**src/rtl/ring_osc_meter.sv**
```systemverilog
// ring_osc_meter: gated ring-oscillator edge counter with settle, abort and saturation
module ring_osc_meter #(
    parameter int GATE_W        = 16,
    parameter int COUNT_W       = 16,
    parameter int SYNC_STAGES   = 2,
    parameter int SETTLE_CYCLES = 4
) (
    input  logic               clk,
    input  logic               rst,
    input  logic               start,
    input  logic               abort,
    input  logic [GATE_W-1:0]  gate_cycles,
    input  logic               osc_in,
    output logic               osc_en,
    output logic               busy,
    output logic               done,
    output logic [COUNT_W-1:0] count,
    output logic               overflow
);
    localparam int SW = $clog2(SETTLE_CYCLES + 1);
    localparam logic [COUNT_W-1:0] CMAX = '1;
    typedef enum logic [1:0] {IDLE, SETTLE, MEASURE, FINISH} state_t;
    state_t               r_state;
    logic [SYNC_STAGES-1:0] r_sync;
    logic                 r_prev;
    logic [GATE_W-1:0]    r_gate_cnt;
    logic [SW-1:0]        r_settle_cnt;
    logic [COUNT_W-1:0]   r_run_cnt;
    logic                 r_sticky;
    logic                 w_rise;
    logic                 w_inc;
    logic [COUNT_W-1:0]   w_run_nxt;
    logic                 w_sticky_nxt;
    // bring the asynchronous oscillator into clk and keep one delayed copy for edge detection
    always_ff @(posedge clk) begin
        if (rst) begin
            r_sync <= '0;
            r_prev <= 1'b0;
        end else begin
            r_sync <= {r_sync[SYNC_STAGES-2:0], osc_in};
            r_prev <= r_sync[SYNC_STAGES-1];
        end
    end
    // next running-count value: only rises inside the gate count, and the counter holds at full scale
    always_comb begin
        w_rise       = r_sync[SYNC_STAGES-1] & ~r_prev;
        w_inc        = (r_state == MEASURE) && w_rise && (r_run_cnt != CMAX);
        w_run_nxt    = r_run_cnt + COUNT_W'(w_inc);
        w_sticky_nxt = r_sticky | (w_run_nxt == CMAX);
    end
    // measurement sequencer; outputs are loaded on state entry so they line up with the state
    always_ff @(posedge clk) begin
        if (rst) begin
            r_state      <= IDLE;
            r_gate_cnt   <= '0;
            r_settle_cnt <= '0;
            r_run_cnt    <= '0;
            r_sticky     <= 1'b0;
            osc_en       <= 1'b0;
            busy         <= 1'b0;
            done         <= 1'b0;
            count        <= '0;
            overflow     <= 1'b0;
        end else begin
            done      <= 1'b0;
            r_run_cnt <= w_run_nxt;
            r_sticky  <= w_sticky_nxt;
            case (r_state)
                IDLE: begin
                    if (start && !abort) begin
                        r_gate_cnt <= gate_cycles;
                        r_run_cnt  <= '0;
                        r_sticky   <= 1'b0;
                        busy       <= 1'b1;
                        if (gate_cycles == '0) begin
                            r_state  <= FINISH;
                            done     <= 1'b1;
                            count    <= '0;
                            overflow <= 1'b0;
                        end else begin
                            r_state      <= SETTLE;
                            osc_en       <= 1'b1;
                            r_settle_cnt <= SW'(SETTLE_CYCLES - 1);
                        end
                    end
                end
                SETTLE: begin
                    if (abort) begin
                        r_state <= IDLE;
                        osc_en  <= 1'b0;
                        busy    <= 1'b0;
                    end else if (r_settle_cnt == '0) begin
                        r_state <= MEASURE;
                    end else begin
                        r_settle_cnt <= r_settle_cnt - 1'b1;
                    end
                end
                MEASURE: begin
                    if (abort) begin
                        r_state <= IDLE;
                        osc_en  <= 1'b0;
                        busy    <= 1'b0;
                    end else begin
                        r_gate_cnt <= r_gate_cnt - 1'b1;
                        if (r_gate_cnt == GATE_W'(1)) begin
                            r_state  <= FINISH;
                            osc_en   <= 1'b0;
                            done     <= 1'b1;
                            count    <= w_run_nxt;
                            overflow <= w_sticky_nxt;
                        end
                    end
                end
                FINISH: begin
                    r_state <= IDLE;
                    busy    <= 1'b0;
                end
                default: r_state <= IDLE;
            endcase
        end
    end
endmodule

```
**config.mk**
```make
export PLATFORM = sky130hd
export DESIGN_NAME = ring_osc_meter
export DESIGN_NICKNAME = d
export VERILOG_FILES = /design/src/rtl/ring_osc_meter.sv
export SDC_FILE = /design/constraint.sdc
export NUM_CORES = 1
export LEC_CHECK = 0
export CAP_MARGIN = 25
export CORE_MARGIN = 2
export CORE_UTILIZATION = 25
export DETAILED_ROUTE_END_ITERATION = 8
export GPL_ROUTABILITY_DRIVEN = 0
export SYNTH_ARGS = -nofsm -noshare
export SYNTH_HDL_FRONTEND = slang
export SYNTH_SLANG_ARGS = --single-unit
```
**constraint.sdc**
```tcl
create_clock -name clk -period 6.95 [get_ports clk]
set_input_delay 1.7375 -clock clk [delete_from_list [all_inputs] [get_ports clk]]
set_output_delay 1.7375 -clock clk [all_outputs]
set_load 0.02 [all_outputs]
```
==> metrics.cfg <==
[cts]
postCtsHoldBufs = 0
clkLatencyLatePin_ns = 0.32
cts_tree = done
cts_root_buf = clkbuf_16
post_cts_buffers = 0
numCtsBuffers = 9
cts.repair.resized = 0
htree_levels = 3
cts.path.max_buffers = 2
cts.sinks = 61
clk_pin_slew_ns = 0.05

[detailed_routing]
ant_nets = 0
drcViolationCount = 0
avgViaCountPerCell = 4.94
firstDrtPassIters = 5
dr.first_iter.drc_count = 174
via_count = 2866
avgRoutedWirePerCell_um = 14.1
drt_wl_total_mm = 8.15

[synthesis]
syn_inst = 373
synth_nets = 404
synth-seq-cells = 61
synth_edf_count = 0
ys.flop_type = dfxtp_1
yosysUniqueCellTypes = 59
ys_async_sr_fraction_pct = 0
yosysWarnings = 0
synth_area_per_cell_um2 = 8.37
ys_seq_area_share_pct = 39.1
netlist_area_um2 = 3120

[sta]
setup_viol = 0
timing.hold.ws_ns = 0.434
slew_viol_final = 0
tightest_slew_ns = 1.09
fin_worst_skew_ns = 0.00570
fmax_ghz = 0.249
rsz0062_at_grt = false
period_minus_slack_ns = 4.02
maxSlewHeadroom_pct = 27.2
tns_ns = 0
setup_slack_ns = 2.93
fin_crit_sh_pct = 57.9
hold_viol = 0

[global_route]
grt_pass1_vias = 2767
antenna_found_initial = 0
grt_pass1_wl_mm = 13.5
grt_use_total_pct = 12.6
grt_max_degree = 51
overflow = 0

[setup_path]
start_kind = input port
r2r_end = overflow
crit_arrival_ns = 4.27
cp-end-kind = register
startpoint = gate_cycles[3]
critPathCapture = count[11]
crit_type = in2reg
r2r_slack_ns = 3.71
cp.required_ns = 7.20
cp_max_fo = 23
reg2reg_depth = 12
reg2reg_from = r_state[0]

[power_and_ir_drop]
p_per_area_nw_per_um2 = 326
seqPwrFrac_pct = 33.7
p_leak_uw = 0.00134
power.switching_uw = 483
power_frac_comb_pct = 36.0
clkPwrFrac_pct = 30.3
power_uw = 1280
switching_share_pct = 37.7
peakVddDrop_uv = 134
power.internal_uw = 800

[place]
place_area_um2 = 3680
hpwl_mm = 5.75
port_buffers = 40
place_ws_ns = 2.62

[flow_run]
max-cap-violations = 0

[floorplanning]
die_y_um = 116
ios = 41
core-area_um2 = 12100
dieArea_um2 = 13400
fp-row-count = 40
die_x_um = 116
start_util_pct = 25.8

[layout]
area_growth_pct = 26.1
diodes = 0
final_area_um2 = 3940
drive_gt1_share_pct = 6.55
finalNetCount = 439

[min_path]
min_path_type = reg2reg

[status]
status = complete, no violations

[worst min path at each step]
| stage | start | depth (start not counted) | to |
|---|---|---|---|
| after CTS | r_sync[0] | 1 | r_sync[1] |
| after global routing | r_sync[0] | 1 | r_sync[1] |
| final | r_sync[0] | 1 | r_sync[1] |
| after global placement | r_sync[0] | 1 | r_sync[1] |
| after detailed placement | r_sync[0] | 1 | r_sync[1] |
| after floorplan | r_sync[0] | 1 | r_sync[1] |
[synthesized netlist by cell type, types with 5 or more instances]
cell / instances / area (µm²)
nor2b_1: 8 / 50.1
nand2b_1: 5 / 31.3
nor3_1: 12 / 60.1
xnor2_1: 11 / 96.3
nand2_1: 28 / 105
dfxtp_1: 61 / 1220
clkbuf_1: 14 / 52.6
or3_1: 6 / 37.5
nor2_1: 46 / 173
a22oi_1: 5 / 37.5
inv_1: 13 / 48.8
a211oi_1: 11 / 82.6
a21oi_1: 25 / 125
nor4_1: 8 / 50.1
nand3_1: 14 / 70.1
o21ai_0: 13 / 65.1
ha_1: 10 / 125
o31ai_1: 7 / 52.6
o22ai_1: 6 / 37.5
[power groups by stage]
stage / clock (µW) / sequential [µW] / combinational (µW)
global placement: 0 / 437 / 449
finish: 389 / 432 / 462
floorplan: 0 / 432 / 346
global route: 410 / 438 / 518
CTS: 394 / 432 / 461
detailed placement: 0 / 439 / 458
[state kept, by name, indices dropped and copies added, names as in the netlist]
signal and flops:
count 16, r_gate_cnt 16, r_run_cnt 16, r_settle_cnt 3, r_state 2, r_sync 2
busy 1, done 1, osc_en 1, overflow 1, r_prev 1, r_sticky 1
[cell type report]
class,instances,area (µm²)
inverter,13,48.8
tap,168,210
clock inverter,5,28.8
sequential,61,1220
fill,1299,8170
clock buffer,10,229
timing repair buffer,44,430
multi-input combinational,279,1770
[metrics by stage]
| step | utilization [%] | std cells |
|---|---|---|
| finish | 32.5 | 580 |
| global route | 32.5 | 580 |
| CTS | 32.5 | 580 |
| detailed placement | 30.4 | 565 |
| global placement | 30.4 | 565 |
| floorplan | - | 373 |
[cells by family (layout without fill, tap and decap cells)]
kind of cell / after synthesis / after routing / synth area share (%)
flip-flops: 61 / 61 / 39.1
XOR/XNOR: 14 / 14 / 3.93
AND/OR/NAND/NOR: 158 / 158 / 27.6
buffers and inverters: 33 / 72 / 4.25
adder cells (fa/ha/maj): 10 / 10 / 4.01
AO/OA/AOI/OAI: 95 / 95 / 20.4
multiplexers: 2 / 2 / 0.681
[layout by cell type, fill, tap and decap left out, drive strengths merged, types with 2 or more instances in the layout]
master,netlist,routed
a211oi,11,11
a21o,3,3
a21oi,25,25
a22oi,5,5
a2bb2oi,4,4
a31oi,4,4
a41oi,2,2
and2,4,4
and3,3,3
buf,6,4
clkbuf,14,10
clkdlybuf4s50,0,40
clkinv,0,5
dfxtp,61,61
ha,10,10
inv,13,13
nand2,28,28
nand2b,5,5
nand3,14,14
nand3b,4,4
nand4,6,6
nand4b,4,4
nor2,46,46
nor2b,8,8
nor3,13,13
nor4,10,10
o21a,2,2
o21ai,13,13
o22ai,6,6
o31ai,7,7
o41ai,2,2
or3,6,6
or4,2,2
xnor2,11,11
xor2,3,3
[worst max-delay path, stage by stage]
cell and delay, ns:
clkdlybuf4s50_1 0.43, nor4_1 0.62, a41oi_1 0.29, a211o_1 0.57
or3_1 0.44, a21oi_1 0.15
[metal layers]
layer / vias to the layer above / GRT usage, % / share of wire [%] / wire [µm]
li1: 1433 / - / - / -
met1: 1357 / 17.3 / 48 / 3950
met2: 63 / 19.0 / 43 / 3550
met3: 13 / 3.19 / 6.1 / 495
met4: 0 / 5.32 / 2.0 / 163
met5: - / 0 / 0 / 0
Power figures use the tool's default switching activity.
